`src/rtl/t2t_crc16_stream_pkg.sv`:
```
// Shared CRC-16 definitions for the tick-to-trade datapath: CCITT constants and
// the byte-serial update used by both the streaming engine and software models.
package t2t_crc16_stream_pkg;

    typedef logic [15:0] crc16_t;

    localparam crc16_t CRC16_CCITT_POLY = 16'h1021;
    localparam crc16_t CRC16_CCITT_INIT = 16'hFFFF;

    // Fold one byte into the CRC, MSB-first, non-reflected.
    function automatic crc16_t crc16_update_byte(
        input crc16_t     crc,
        input logic [7:0] data_byte,
        input crc16_t     poly
    );
        crc16_t c;
        c = crc ^ {data_byte, 8'h00};
        for (int k = 0; k < 8; k++) begin
            if (c[15]) begin
                c = {c[14:0], 1'b0} ^ poly;
            end else begin
                c = {c[14:0], 1'b0};
            end
        end
        return c;
    endfunction

endpackage

```
`src/rtl/t2t_crc16_comb.sv`:
```
// Combinational CRC-16 fold of one beat: advances the seed over every kept byte in
// ascending lane order and reports the kept-byte count and a keep-gap flag.
module t2t_crc16_comb
    import t2t_crc16_stream_pkg::*;
#(
    parameter int          DATA_BYTES = 8,
    parameter logic [15:0] POLY       = CRC16_CCITT_POLY,
    parameter int          CNT_W      = $clog2(DATA_BYTES + 1)
) (
    input  logic [15:0]             seed_i,
    input  logic [8*DATA_BYTES-1:0] data_i,
    input  logic [DATA_BYTES-1:0]   keep_i,
    output logic [15:0]             crc_next_o,
    output logic [CNT_W-1:0]        popcount_o,
    output logic                    nc_o
);

    logic [15:0]      crc_s;
    logic [CNT_W-1:0] cnt_s;

    // Unrolled per-lane fold; dropped lanes leave the CRC and count untouched.
    always_comb begin
        crc_s = seed_i;
        cnt_s = '0;
        for (int i = 0; i < DATA_BYTES; i++) begin
            if (keep_i[i]) begin
                crc_s = crc16_update_byte(crc_s, data_i[8*i +: 8], POLY);
                cnt_s = cnt_s + CNT_W'(1);
            end else begin
                crc_s = crc_s;
                cnt_s = cnt_s;
            end
        end
    end

    assign crc_next_o = crc_s;
    assign popcount_o = cnt_s;

    // A contiguous low-aligned mask (including all-zero) has no bit in common with mask+1.
    assign nc_o = |(keep_i & (keep_i + DATA_BYTES'(1)));

endmodule

```
`src/rtl/t2t_crc16_stream.sv`:
```
// Streaming CRC-16 engine: one-stage AXI-Stream pass-through that reports the frame
// CRC, byte count and keep-gap flag as sideband on each tlast beat.
module t2t_crc16_stream
    import t2t_crc16_stream_pkg::*;
#(
    parameter int          DATA_BYTES = 8,
    parameter logic [15:0] POLY       = CRC16_CCITT_POLY,
    parameter logic [15:0] INIT       = CRC16_CCITT_INIT,
    parameter logic [15:0] XOR_OUT    = 16'h0000,
    parameter int          LEN_W      = 16
) (
    input  logic                    clk,
    input  logic                    rst_n,
    input  logic [8*DATA_BYTES-1:0] s_axis_tdata,
    input  logic [DATA_BYTES-1:0]   s_axis_tkeep,
    input  logic                    s_axis_tlast,
    input  logic                    s_axis_tvalid,
    output logic                    s_axis_tready,
    output logic [8*DATA_BYTES-1:0] m_axis_tdata,
    output logic [DATA_BYTES-1:0]   m_axis_tkeep,
    output logic                    m_axis_tlast,
    output logic                    m_axis_tvalid,
    input  logic                    m_axis_tready,
    output logic [15:0]             m_crc,
    output logic [LEN_W-1:0]        m_len,
    output logic                    m_keep_err
);

    localparam int CNT_W = $clog2(DATA_BYTES + 1);

    logic [15:0]      seed_s;
    logic [15:0]      crc_next_s;
    logic [CNT_W-1:0] popcount_s;
    logic             nc_s;
    logic             accept_s;
    logic [LEN_W-1:0] len_next_s;

    logic [8*DATA_BYTES-1:0] data_q, data_d;
    logic [DATA_BYTES-1:0]   keep_q, keep_d;
    logic                    last_q, last_d;
    logic                    valid_q, valid_d;
    logic [15:0]             out_crc_q, out_crc_d;
    logic [LEN_W-1:0]        out_len_q, out_len_d;
    logic                    out_err_q, out_err_d;
    logic [15:0]             crc_q, crc_d;
    logic [LEN_W-1:0]        len_q, len_d;
    logic                    err_q, err_d;
    logic                    in_frame_q, in_frame_d;

    assign s_axis_tready = !valid_q || m_axis_tready;
    assign accept_s      = s_axis_tvalid && s_axis_tready;
    assign seed_s        = in_frame_q ? crc_q : INIT;
    assign len_next_s    = len_q + LEN_W'(popcount_s);

    t2t_crc16_comb #(
        .DATA_BYTES (DATA_BYTES),
        .POLY       (POLY),
        .CNT_W      (CNT_W)
    ) u_comb (
        .seed_i     (seed_s),
        .data_i     (s_axis_tdata),
        .keep_i     (s_axis_tkeep),
        .crc_next_o (crc_next_s),
        .popcount_o (popcount_s),
        .nc_o       (nc_s)
    );

    // Next-state for the output stage and the running frame state.
    always_comb begin
        data_d     = data_q;
        keep_d     = keep_q;
        last_d     = last_q;
        valid_d    = valid_q;
        out_crc_d  = out_crc_q;
        out_len_d  = out_len_q;
        out_err_d  = out_err_q;
        crc_d      = crc_q;
        len_d      = len_q;
        err_d      = err_q;
        in_frame_d = in_frame_q;
        if (accept_s) begin
            data_d  = s_axis_tdata;
            keep_d  = s_axis_tkeep;
            last_d  = s_axis_tlast;
            valid_d = 1'b1;
            if (s_axis_tlast) begin
                out_crc_d  = crc_next_s ^ XOR_OUT;
                out_len_d  = len_next_s;
                out_err_d  = err_q | nc_s;
                crc_d      = INIT;
                len_d      = '0;
                err_d      = 1'b0;
                in_frame_d = 1'b0;
            end else begin
                out_crc_d  = 16'h0000;
                out_len_d  = '0;
                out_err_d  = 1'b0;
                crc_d      = crc_next_s;
                len_d      = len_next_s;
                err_d      = err_q | nc_s;
                in_frame_d = 1'b1;
            end
        end else if (m_axis_tready) begin
            valid_d = 1'b0;
        end else begin
            valid_d = valid_q;
        end
    end

    // State registers; reset drops any partial frame.
    always_ff @(posedge clk or negedge rst_n) begin
        if (!rst_n) begin
            data_q     <= '0;
            keep_q     <= '0;
            last_q     <= 1'b0;
            valid_q    <= 1'b0;
            out_crc_q  <= 16'h0000;
            out_len_q  <= '0;
            out_err_q  <= 1'b0;
            crc_q      <= INIT;
            len_q      <= '0;
            err_q      <= 1'b0;
            in_frame_q <= 1'b0;
        end else begin
            data_q     <= data_d;
            keep_q     <= keep_d;
            last_q     <= last_d;
            valid_q    <= valid_d;
            out_crc_q  <= out_crc_d;
            out_len_q  <= out_len_d;
            out_err_q  <= out_err_d;
            crc_q      <= crc_d;
            len_q      <= len_d;
            err_q      <= err_d;
            in_frame_q <= in_frame_d;
        end
    end

    assign m_axis_tdata  = data_q;
    assign m_axis_tkeep  = keep_q;
    assign m_axis_tlast  = last_q;
    assign m_axis_tvalid = valid_q;
    assign m_crc         = out_crc_q;
    assign m_len         = out_len_q;
    assign m_keep_err    = out_err_q;

endmodule

```
`config.mk`:
```
export PLATFORM = sky130hd
export DESIGN_NAME = t2t_crc16_stream
export DESIGN_NICKNAME = d
export VERILOG_FILES = /design/src/rtl/t2t_crc16_stream_pkg.sv /design/src/rtl/t2t_crc16_comb.sv /design/src/rtl/t2t_crc16_stream.sv
export SDC_FILE = /design/constraint.sdc
export NUM_CORES = 1
export LEC_CHECK = 0
export ABC_AREA = 1
export BUFFER_PORTS_ARGS = -buffer_cell sky130_fd_sc_hd__buf_2
export CAP_MARGIN = 30
export CORE_MARGIN = 1.5
export CORE_UTILIZATION = 30
export CTS_CLUSTER_DIAMETER = 60
export DETAILED_ROUTE_END_ITERATION = 8
export HOLD_SLACK_MARGIN = 0.08
export PLACE_DENSITY_LB_ADDON = 0.08
export SLEW_MARGIN = 20
export SYNTH_ARGS = -nofsm -noshare
export SYNTH_HDL_FRONTEND = slang
export SYNTH_HIERARCHICAL = 1
export SYNTH_SLANG_ARGS = --single-unit
```
`constraint.sdc`:
```
create_clock -name clk -period 4.8 [get_ports clk]
set_input_delay 0 -clock clk [delete_from_list [all_inputs] [get_ports clk]]
set_output_delay 0 -clock clk [all_outputs]
set_load 0.01 [all_outputs]
```
**Word level (Yosys, flattened, before mapping)**

Cells that the tools add are included.

- Input port bits: 77
- Logic and storage cells: 245
- Output and inout bits: 108
- Register bits after elaboration: 141

- $add $sub $neg: 9
- Reduce and logical (&&, ||, !) cells: 5
- Bitwise gates (word level): 74
- Multiplexer cells: 146

Operator list:

| operator | number |
|---|---|
| 16-bit two-way mux | 69 |
| 13-bit two-way mux | 64 |
| 3-bit inverter | 64 |
| 16-bit XOR | 8 |
| 4-bit two-way mux | 7 |
| 4-bit by 1-bit adder with 4-bit output (second input constant) | 6 |
| 16-bit by 4-bit adder with 16-bit output | 1 |
| 8-bit by 1-bit adder with 8-bit output (second input constant) | 1 |
| 8-bit AND | 1 |
| 8-bit OR reduction | 1 |
| 1-bit two-way mux | 6 |
| 1-bit by 1-bit adder with 2-bit output (second input constant) | 1 |
| 2-bit nonzero test | 1 |
| 1-bit logical AND | 1 |
| 1-bit zero test | 1 |
| 1-bit logical OR | 1 |
| 1-bit bitwise OR | 1 |

**Longest topological paths before layout**

Gate-level depths: netlist of run 1.

- Word-level depth: 202
- Mapped depth: 60
- Gate-level depth less buffers: 59

**By module**

Netlist of run 1, hierarchy kept.

By module, submodules not included:

| module | cells an instance | instances | area an instance (sq um) | seq. area each (sq um) |
|---|---|---|---|---|
| t2t_crc16_comb | 1297 | 1 | 6306.0 | 0.0 |
| t2t_crc16_stream | 689 | 1 | 5990.7 | 3548.4 |

**Least setup slack after synthesis of run 1**

No wires, ideal clock.

- Path type: reg2reg
- Start: register in_frame_q
- End: register crc_q[15]
- Library setup time: 0.082 ns
- Path buffers: 2
- Slack: -0.096 ns
- Clock period less this slack: 4.896 ns
- Data required time: 4.718 ns
- Cell stages (with the launch flop): 55
- Arrival: 4.814 ns
- Cells stage by stage: dfrtp_1 -> clkbuf_1 -> clkbuf_1 -> nand2_1 -> xnor2_1 -> nand2_1 -> nand3_2 -> nand2_1 -> nand2_1 -> nand2_1 -> nand3_1 -> nand2_2 -> nor2_2 -> nand2_1 -> nand3b_1 -> nand3_1 -> nand2_4 -> nand2_4 -> (+19 left out) -> nand2_1 -> nand3_1 -> nand3_2 -> nand2_1 -> inv_2 -> nand2_2 -> nand3_2 -> nand2_1 -> nand2_1 -> nand2_1 -> nand2_1 -> nand2_2 -> nand2_2 -> nand2_1 -> nand2_1 -> inv_1 -> inv_1 -> a22oi_1

- Elaborated cells on any way between the ends: 184
- Those cells by class: mux (127); bitwise (57)

RTL lines:

| what | RTL line | RTL |
|---|---|---|
| start: declaration | t2t_crc16_stream.sv:48 | `logic in_frame_q, in_frame_d;` |
| start signal: assignment | t2t_crc16_stream.sv:135 | `in_frame_q <= in_frame_d;` |
| 16-bit two-way mux (*) | t2t_crc16_stream.sv:52 | `assign seed_s = in_frame_q ? crc_q : INIT;` |
| named net seed_s[13] | t2t_crc16_stream.sv:31 | `logic [15:0] seed_s;` |
| 16-bit XOR | t2t_crc16_stream_pkg.sv:17 | `c = crc ^ {data_byte, 8'h00};` |
| 16-bit two-way mux (2 in a row) | t2t_crc16_comb.sv:26 | `if (keep_i[i]) begin` |
| 13-bit two-way mux | t2t_crc16_stream_pkg.sv:19 | `if (c[15]) begin` |
| 16-bit two-way mux | t2t_crc16_comb.sv:26 |  |
| 16-bit two-way mux / 13-bit two-way mux (equally long branches) | t2t_crc16_comb.sv:26, t2t_crc16_stream_pkg.sv:19 |  |
| 16-bit two-way mux | t2t_crc16_comb.sv:26 |  |
| (+107 left out) | - |  |
| 13-bit two-way mux / 16-bit two-way mux (equally long branches) | t2t_crc16_stream_pkg.sv:19, t2t_crc16_comb.sv:26 |  |
| 16-bit two-way mux | t2t_crc16_comb.sv:26 |  |
| 3-bit inverter (no line) / 16-bit two-way mux (equally long branches) | - |  |
| 13-bit two-way mux | t2t_crc16_stream_pkg.sv:19 |  |
| 16-bit two-way mux (3 in a row) | t2t_crc16_comb.sv:26 |  |
| 16-bit two-way mux (*) | t2t_crc16_comb.sv:26 |  |
| named net crc_next_s[15] | t2t_crc16_stream.sv:32 | `logic [15:0] crc_next_s;` |
| 16-bit two-way mux (*) | t2t_crc16_stream.sv:86 | `if (s_axis_tlast) begin` |
| end signal: assignment | t2t_crc16_stream.sv:132 | `crc_q <= crc_d;` |
| end: declaration | t2t_crc16_stream.sv:45 | `logic [15:0] crc_q, crc_d;` |

Mark *: on every way through the listed nets, which the timed path passes. The rest lies on a longest branch. The select of a mux whose other input is x is not followed.
A chain may end at the register's enable or synchronous reset.

**Final worst setup path of run 1**

- Start: register in_frame_q
- End: register out_crc_q[12], in the netlist m_crc[12]

- Elaborated cells on any way between the ends: 190
- Those cells by class: mux (130); bitwise (60)

RTL lines:

| what | RTL line | RTL |
|---|---|---|
| 16-bit two-way mux (*) | t2t_crc16_stream.sv:52 |  |
| named net seed_s[14] | t2t_crc16_stream.sv:31 |  |
| 16-bit XOR | t2t_crc16_stream_pkg.sv:17 |  |
| 16-bit two-way mux | t2t_crc16_comb.sv:26 |  |
| 13-bit two-way mux | t2t_crc16_stream_pkg.sv:19 |  |
| 16-bit two-way mux | t2t_crc16_comb.sv:26 |  |
| 13-bit two-way mux | t2t_crc16_stream_pkg.sv:19 |  |
| 16-bit two-way mux | t2t_crc16_comb.sv:26 |  |
| (+114 left out) | - |  |
| 16-bit two-way mux | t2t_crc16_comb.sv:26 |  |
| 13-bit two-way mux | t2t_crc16_stream_pkg.sv:19 |  |
| 16-bit two-way mux | t2t_crc16_comb.sv:26 |  |
| 3-bit inverter (no line) | - |  |
| 13-bit two-way mux | t2t_crc16_stream_pkg.sv:19 |  |
| 16-bit two-way mux (*) | t2t_crc16_comb.sv:26 |  |
| named net crc_next_s[12] | t2t_crc16_stream.sv:32 |  |
| 16-bit two-way mux (*) | t2t_crc16_stream.sv:86 |  |
| end signal: assignment | t2t_crc16_stream.sv:129 | `out_crc_q <= out_crc_d;` |
| end: declaration | t2t_crc16_stream.sv:42 | `logic [15:0] out_crc_q, out_crc_d;` |

Marks and branches as above.

==> results of run 1 <==
-- placed cells by master, fill, tap and decap left out, drive strengths merged, types with 2 or more instances in the layout --
| cell | Yosys | layout |
|---|---|---|
| o21bai | 2 | 2 |
| nor2 | 27 | 27 |
| clkbuf | 16 | 21 |
| o211ai | 3 | 3 |
| o22ai | 2 | 2 |
| nand2 | 937 | 937 |
| clkinvlp | 0 | 3 |
| buf | 48 | 519 |
| nand3b | 7 | 7 |
| xor2 | 17 | 17 |
| or2 | 5 | 5 |
| dlygate4sd3 | 0 | 76 |
| a31oi | 6 | 6 |
| a22oi | 16 | 16 |
| dfstp | 16 | 16 |
| clkinv | 3 | 5 |
| xnor2 | 5 | 5 |
| a21oi | 9 | 9 |
| nand3 | 394 | 394 |
| o21ai | 88 | 88 |
| nand4 | 11 | 11 |
| inv | 233 | 238 |
| dfrtp | 125 | 125 |
| ha | 12 | 12 |
-- power by group --
group / internal, mW / total (mW) / switching (mW)
clock: 0.733 / 1.36 / 0.627
sequential: 1.40 / 1.51 / 0.106
combinational: 2.20 / 5.15 / 2.95
-- Yosys cell counts (2+ instances only) --
| cell type | number |
|---|---|
| dfstp_2 | 16 |
| xor2_1 | 16 |
| nor2_2 | 10 |
| buf_6 | 10 |
| ha_1 | 12 |
| buf_1 | 3 |
| o211ai_1 | 3 |
| nand3_2 | 49 |
| xnor2_1 | 5 |
| o21ai_1 | 10 |
| inv_1 | 215 |
| nand4_1 | 10 |
| clkbuf_1 | 16 |
| nand3_1 | 343 |
| nand2_2 | 97 |
| or2_1 | 3 |
| nand3b_1 | 7 |
| clkinv_1 | 3 |
| buf_2 | 18 |
| nand2_1 | 831 |
| or2_2 | 2 |
| o21ai_0 | 78 |
| buf_4 | 17 |
| a21oi_1 | 9 |
| dfrtp_1 | 125 |
| inv_2 | 18 |
| nand2_4 | 9 |
| nor2_1 | 15 |
| a31oi_1 | 6 |
| o21bai_1 | 2 |
| nand3_4 | 2 |
| a22oi_1 | 16 |
| o22ai_1 | 2 |
-- worst paths after layout --
check	startpoint	end	slack, ns
setup / recovery	in_frame_q	m_crc[12]	-0.70
hold / removal	s_axis_tkeep[2]	m_axis_tkeep[2]	0.14
setup reg to reg	in_frame_q	m_crc[12]	-0.70
hold reg to reg	m_axis_tdata[30]	m_axis_tdata[30]	0.47
max in group asynchronous	rst_n	m_axis_tdata[42]	3.42
min in group asynchronous	rst_n	m_axis_tdata[0]	0.48
-- sequential cells by signal, summed over array words and instances, names as in the netlist --
register	flops
m_keep_err	1
m_crc	16
m_len	16
m_axis_tlast	1
err_q	1
m_axis_tvalid	1
crc_q	16
m_axis_tkeep	8
len_q	16
m_axis_tdata	64
in_frame_q	1
-- per-stage QoR --
stage / utilization / hold WS, ns / TNS (ns) / power, mW / cell area [um^2]
2_1_floorplan: - / -0.296 / 0 / 3.70 / 12300
3_3_place_gp: 0.381 / 0.158 / -26.37 / 5.21 / 15300
3_5_place_dp: 0.381 / 0.161 / -28.74 / 5.25 / 15300
4_1_cts: 0.459 / 0.0882 / -16.77 / 7.50 / 18400
5_1_grt: 0.492 / 0.149 / -32.50 / 8.62 / 19700
6_report: 0.492 / 0.142 / -19.65 / 8.02 / 19700
-- critical path: cells and delay by family, from the launching register on --
family / cells / cell delay (ns)
compound gates: 2 / 0.16
buf+inv: 7 / 0.70
flops: 1 / 0.46
simple gates: 46 / 4.01
-- routing by layer --
metal,global-route usage,vias to the layer above
li1,-,7422
met1,0.300,6880
met2,0.375,236
met3,0.0402,35
met4,0.0602,0
met5,0,-
-- final cells by class --
class | instances | area [um^2]
Clock inverter | 11 | 110
Timing Repair Buffer | 595 | 4310
Fill cell | 4128 | 20400
Sequential cell | 141 | 3550
Multi-Input combinational cell | 1545 | 9760
Tap cell | 525 | 657
Clock buffer | 21 | 450
Inverter | 236 | 898
-- cells by family after synthesis --
| logic type | count (synthesis) |
|---|---|
| fa+ha+maj | 13 |
| compound gates | 127 |
| xor+xnor | 22 |
| simple gates | 1383 |
| buf+inv | 300 |
| flops | 141 |
-- repair_timing --
action	4_1_cts	5_1_grt
gates resized for setup	362	250
buffers inserted	65	31
pin swaps	130	173
setup endpoints to repair	32	52
hold buffers	75	1
endpoints found under the hold margin	178	15
==> impl_metrics.ini, run 1 <==
[worst_setup_path]
r2r_cells = 55
slowest_stage = dfrtp_2
cp.arrival_ns = 5.84
worstSetupStartpointType = register
cp_max_fo = 5
max_stage_delay_ns = 0.46
worstSetupPathType = register to register
worstSetupEndpointType = register
worstPathRequired_ns = 5.14

[floorplan]
start_util = 0.307
num_rows = 73
coreArea_um2 = 40100
die_area_um2 = 42200
ios = 185
die_y_um = 205
die_w_um = 205

[cts]
cts_tree = yes
cts_buffers = 17
cts.sinks = 141
h-tree-depth = 4
cts_root_buffer = clkbuf_16
clock_path_buffers = 2
clock_latency_ns = 0.49
cts.clk_slew.worst_paths_ns = 0.07

[min_path]
hp-class = input port to register
hold-path-cell-count = 4

[detailed_routing]
drt-initial-drc-count = 803
drc = 0
wl_mm = 47.6
vias_per_cell = 4.74
first_pass_iters = 6
wl_met1_mm = 22.4
drtAntennaViolNets = 0
wl_met2_mm = 23.1
wl_met3_mm = 1.45
top_layer = met4
avgRoutedWirePerCell_um = 15.5
dr_total_vias = 14600

[timing]
worst_slew_pin_slew_ns = 0.748
hold_viol_final = 0
finClkSkew_ns = 0.0168
fmax_mhz = 182
setup_violations = 32
fin_crit_ns = 5.50
grt_setup_unrepaired = true
drv_slew = 0
relSlewSlack = 0.501
timing.final.crit_share = 1.15
worst_slack_ns = -0.700

[synthesis]
synth_seq_cells = 141
yosysTopAreaCell = dfrtp_1
synth_edf_count = 0
synth_fp_nets = 2076
syn_avg_cell_area_um2 = 6.19
ys_seq_area_frac = 0.289
synth.yosys.warnings = 6
synth_adder_area_share = 0.0138
yosys.area.top_type_share = 0.254
synth_area_leaders = dfrtp_1 (25%), nand2_1 (25%), nand3_1 (14%)
synthMuxAreaShare = 0
synth_compound_area_frac = 0.0570
synthCells = 1986
yosys.area_share.simple = 0.520
synth-xor-area-share = 0.0163
synth.distinct_cells = 41
synth_top_family_by_area = simple AND/OR/NAND/NOR gates
syn_area_um2 = 12300
async_reset_ff_frac = 1.00
synthFlopType = dfrtp_1

[finish]
stdcell_count = 3074
antenna_cells = 0
drive_gt1_frac = 0.452
nets = 2626
areaGrowthSynthToFinish_pct = 60.5

[grt]
antenna_found_initial = 0
grt_pass1_wl_mm = 73.8
grt_max_degree = 97
overflow = 0
grt_usage = 0.226
grt_pass1_vias = 13900

[placement]
pre_cts_ws_ns = -1.06
dpl.hpwl_mm = 34.2
dpl.cell_count = 2870
gp_congestion = 0.857
port_buffers = 184

[run]
maxCapViolCount = 0

[power]
p_leak_nw = 10.7
power_density_nw_per_um2 = 406
ir_drop_mv = 0.280

[run_status]
outcome = finished with violations
violations = negative setup slack
No activity file was read; power rests on OpenSTA's default activity.
==> run 2: changes to the inputs <==
Settings changed: PLACE_DENSITY from default to 0.43, PLACE_DENSITY_LB_ADDON 0.08 to default.
Clock period 4.8 ns to 5.3 ns, I/O delays scaled along.
==> impl_metrics.ini, run 2 (synthesis gave the netlist of run 1 again) <==
[worst_setup_path]
cp-startpoint = in_frame_q
cp_max_fo = 7
worstSetupPathType = register to register
max_stage_delay_ns = 0.49
crit_top_cell = nand2_4
worstSetupStartpointType = register
cp.arrival_ns = 5.83
r2r_start = in_frame_q
worstSetupEndpointType = register
slowest_stage = dfrtp_2
worstPathRequired_ns = 5.63

[power]
pwr-share-clk = 0.160
p_int_mw = 3.87
p_switching_mw = 3.42
p_comb_frac = 0.652
power_density_nw_per_um2 = 366
sw_frac_of_total = 0.469
ir_drop_mv = 0.254
p_leak_nw = 10.7
p_seq_frac = 0.187

[detailed_routing]
wl_mm = 47.0
drt-initial-drc-count = 841
drtAntennaViolNets = 0
avgRoutedWirePerCell_um = 15.5
drc = 0
vias_per_cell = 4.76
dr_total_vias = 14400
first_pass_iters = 5

[floorplan]
coreArea_um2 = 40100
die_area_um2 = 42200
start_util = 0.307
num_rows = 73
die_w_um = 205
ios = 185
die_y_um = 205

[timing]
finClkSkew_ns = 0.0108
worst_slack_ns = -0.203
worst_slew_pin_slew_ns = 0.821
timing.final.crit_share = 1.04
fmax_mhz = 182
whs_ns = 0.145
setup_violations = 32
drv_slew = 0
grt_setup_unrepaired = true
relSlewSlack = 0.452
fin_crit_ns = 5.50
hold_viol_final = 0

[finish]
areaGrowthSynthToFinish_pct = 62.1
nets = 2577
drive_gt1_frac = 0.472
stdcell_count = 3025
final_cell_mix = nand2_1 (596), buf_4 (271), nand2_2 (206)
final_common_cell = nand2_1
antenna_cells = 0
largest_reg_flops = 64

[cts]
cts_tree = yes
clock_path_buffers = 2
cts_root_buffer = clkbuf_16
h-tree-depth = 4
cts.clk_slew.worst_paths_ns = 0.07
clock_latency_ns = 0.48
cts_buffers = 17
cts.sinks = 141

[min_path]
hold_path_startpoint = s_axis_tkeep[2]
hp-class = input port to register

[grt]
overflow = 0
grt_usage = 0.221
grtUsageMet3 = 0.0353
grt_use_met2 = 0.372
grt_use_met1 = 0.294
grt_max_degree = 93
top_usage_layer = met2
grt_pass1_vias = 13600
antenna_found_initial = 0
grt_pass1_wl_mm = 72.5

[placement]
gp_congestion = 0.862
port_buffers = 184
dpl.hpwl_mm = 34.1
dpl.cell_count = 2835

[run_status]
outcome = finished with violations
violations = negative setup slack

[run]
maxCapViolCount = 0
run 2: changes by cell type in the layout (fill, tap and decap cells not counted), moves of 3 or more:
| cell | previous run | this run |
|---|---|---|
| buf_4 | 320 | 271 |
| clkinv_4 | 1 | 4 |
| nand2_1 | 636 | 596 |
| nand2_2 | 200 | 206 |
| nand2_4 | 97 | 132 |
| nand3_1 | 219 | 189 |
| nand3_2 | 115 | 128 |
| nand3_4 | 60 | 77 |
| o21ai_0 | 46 | 35 |
| o21ai_1 | 25 | 34 |
run 2: final cells by class:
class,instances,area [um^2]
clock inverter,12,104
clock buffer,20,447
fill,4040,20200
multi-input combinational,1545,10300
timing repair buffer,546,3950
inverter,236,901
tap,525,657
sequential,141,3550
run 2: metal layers:
layer | vias to the layer above | share of wire
met4 | 0 | 0.0095
met2 | 203 | 0.49
met3 | 24 | 0.033
li1 | 7325 | -
met5 | - | 0
met1 | 6841 | 0.47
run 2: power groups by stage:
stage	Combinational [mW]	Clock, mW	Sequential (mW)
final	4.76	1.17	1.37
after global routing	5.21	1.26	1.39
after CTS	3.90	1.22	1.37
after detailed placement	3.31	0	1.38
after global placement	3.29	0	1.38
after floorplan	1.92	0	1.43
run 2: worst paths after layout:
path                                    end  slack, ns  cells after the start
max in group asynchronous        in_frame_q       3.34                      5
min in group asynchronous  m_axis_tdata[10]       0.55                      3
max reg2reg                       m_crc[12]      -0.20                     54
max                               m_crc[12]      -0.20                     54
min reg2reg                m_axis_tdata[42]       0.47                      2
min                         m_axis_tkeep[2]       0.14                      4
run 2: per-stage QoR:
step	instance area [um^2]	setup TNS [ns]	util	setup WS [ns]	total power [mW]
2_1_floorplan	12300	0	-	0.404	3.35
3_3_place_gp	15000	-13.23	0.375	-0.545	4.67
3_5_place_dp	15000	-12.99	0.375	-0.534	4.70
4_1_cts	17700	-2.49	0.441	-0.108	6.49
5_1_grt	19900	-15.54	0.497	-0.561	7.86
6_report	19900	-3.61	0.497	-0.203	7.29
run 2: worst max-delay path, delay by kind of cell (launching register included):
| family | cells | cell delay (ns) |
|---|---|---|
| and+or+nand+nor | 46 | 4.16 |
| buffers and inverters | 7 | 0.59 |
| DFF | 1 | 0.49 |
| AOI/OAI and AO/OA | 1 | 0.06 |
run 2: repair_timing:
item	in CTS	in global routing
hold buffers	74	1
buffers inserted	48	34
pin swaps	141	245
resized for setup	267	476
hold endpoints to repair	193	38
setup endpoints to repair	32	46
==> run 3: changes to the inputs <==
Settings changed: HOLD_SLACK_MARGIN 0.08 to default, REMOVE_ABC_BUFFERS from default to 1, TNS_END_PERCENT from default to 10.
==> impl_metrics.ini, run 3 (synthesis gave the netlist of run 1 again) <==
[timing]
grt_setup_unrepaired = true
setup_violations = 32
finClkSkew_ns = 0.0220
relSlewSlack = 0.393
timing.final.crit_share = 1.05
worst_slack_ns = -0.289
worst_slew_pin_slew_ns = 0.910
fmax_mhz = 179
drv_slew = 0
fin_crit_ns = 5.59
hold_viol_final = 0

[floorplan]
die_y_um = 205
ios = 185
num_rows = 73
coreArea_um2 = 40100
die_w_um = 205
start_util = 0.307
die_area_um2 = 42200

[power]
power_density_nw_per_um2 = 368
p_comb_frac = 0.625
p_int_mw = 3.79
sw_frac_of_total = 0.456
power_mw = 6.96
p_leak_nw = 10.4
pwr-share-clk = 0.180
ir_drop_mv = 0.192
p_switching_mw = 3.17
p_seq_frac = 0.196

[run]
maxCapViolCount = 0

[detailed_routing]
first_pass_iters = 5
vias_per_cell = 4.68
wl_mm = 45.6
dr_total_vias = 14200
avgRoutedWirePerCell_um = 15.0
drtAntennaViolNets = 0
drt-initial-drc-count = 803
drc = 0

[worst_setup_path]
slowest_stage = dfrtp_2
max_stage_delay_ns = 0.45
worstSetupPathType = register to register
worstSetupEndpointType = register
cp_max_fo = 6
worstSetupStartpointType = register
cp.arrival_ns = 5.97
worstPathRequired_ns = 5.68
crit_top_cell = nand2_4

[finish]
stdcell_count = 3031
drive_gt1_frac = 0.414
final_common_cell = nand2_1
nets = 2581
areaGrowthSynthToFinish_pct = 54.0
fill_cells = 4236
final_cell_mix = nand2_1 (667), buf_4 (279), nand3_1 (232)
largest_reg_flops = 64

[grt]
grt_pass1_vias = 13400
grt_max_degree = 78
overflow = 0
grt_pass1_wl_mm = 70.7
grt_usage = 0.215
antenna_found_initial = 0

[cts]
cts_root_buffer = clkbuf_16
cts_tree = yes
h-tree-depth = 4
cts.clk_slew.worst_paths_ns = 0.07
clock_path_buffers = 2
cts.sinks = 141
cts_buffers = 17
clock_latency_ns = 0.48

[placement]
port_buffers = 184
dpl.cell_count = 2854
gp_congestion = 0.852
dpl.hpwl_mm = 33.8

[run_status]
outcome = finished with violations
violations = negative setup slack

[min_path]
hp-class = input port to register
==> run 3: what timing repair did <==
| item | CTS | global route |
|---|---|---|
| hold buffers | 80 | 0 |
| pin swaps | 77 | 179 |
| gates resized for setup | 193 | 294 |
| hold endpoints to repair | 162 | 0 |
| setup endpoints to repair | 32 | 32 |
| setup buffers | 34 | 32 |
==> run 3: critical path, delay by kind of cell, from the launching register on <==
family / cells / cell delay (ns)
AO/OA/AOI/OAI: 4 / 0.65
XOR/XNOR: 1 / 0.19
flip-flops: 1 / 0.45
AND/OR/NAND/NOR: 31 / 3.14
buffers and inverters: 9 / 1.07
==> run 3: layer usage <==
layer	global-route usage	wire, um
met5	0	0
met4	0.0576	731
met3	0.0269	1110
met2	0.356	21800
met1	0.292	21900
==> run 3: metrics by stage <==
step / instance area [um^2] / util / hold slack [ns] / worst slack, ns / setup TNS, ns
after CTS: 17500 / 0.437 / 0.0292 / -0.211 / -3.91
after detailed placement: 15200 / 0.378 / -0.110 / -0.777 / -17.32
final: 18900 / 0.472 / 0.0381 / -0.289 / -5.91
after global routing: 18900 / 0.472 / 0.0566 / -0.672 / -19.04
after floorplan: 11900 / - / -0.296 / 0.627 / 0
after global placement: 15100 / 0.378 / -0.106 / -0.665 / -14.29
==> run 3: path summary, 6_finish.rpt <==
check                                 from              end  slack [ns]  cells past startpoint
min in group asynchronous            rst_n        crc_q[11]        0.14                      2
hold reg to reg            m_axis_tdata[5]  m_axis_tdata[5]        0.47                      2
setup reg to reg                in_frame_q         crc_q[5]       -0.29                     45
hold / removal                s_axis_tlast            err_q        0.04                      4
max in group asynchronous            rst_n       in_frame_q        3.85                      3
setup / recovery                in_frame_q         crc_q[5]       -0.29                     45
==> run 3: power groups by stage <==
stage	Clock (mW)	Sequential (mW)	Combinational, mW
2_1_floorplan	0	1.43	1.87
3_3_place_gp	0	1.38	3.33
3_5_place_dp	0	1.38	3.35
4_1_cts	1.28	1.37	3.79
5_1_grt	1.32	1.39	4.80
6_report	1.25	1.36	4.35
==> run 3: area by class of cell <==
class,count,area (um^2),area share
Timing Repair Buffer,550,3930,0.208
Clock buffer,20,457,0.0241
Clock inverter,12,125,0.00661
Multi-Input combinational cell,1545,9320,0.492
Inverter,236,888,0.0469
Tap cell,525,657,0.0347
Antenna cell,2,5.00,0.000264
Sequential cell,141,3550,0.187
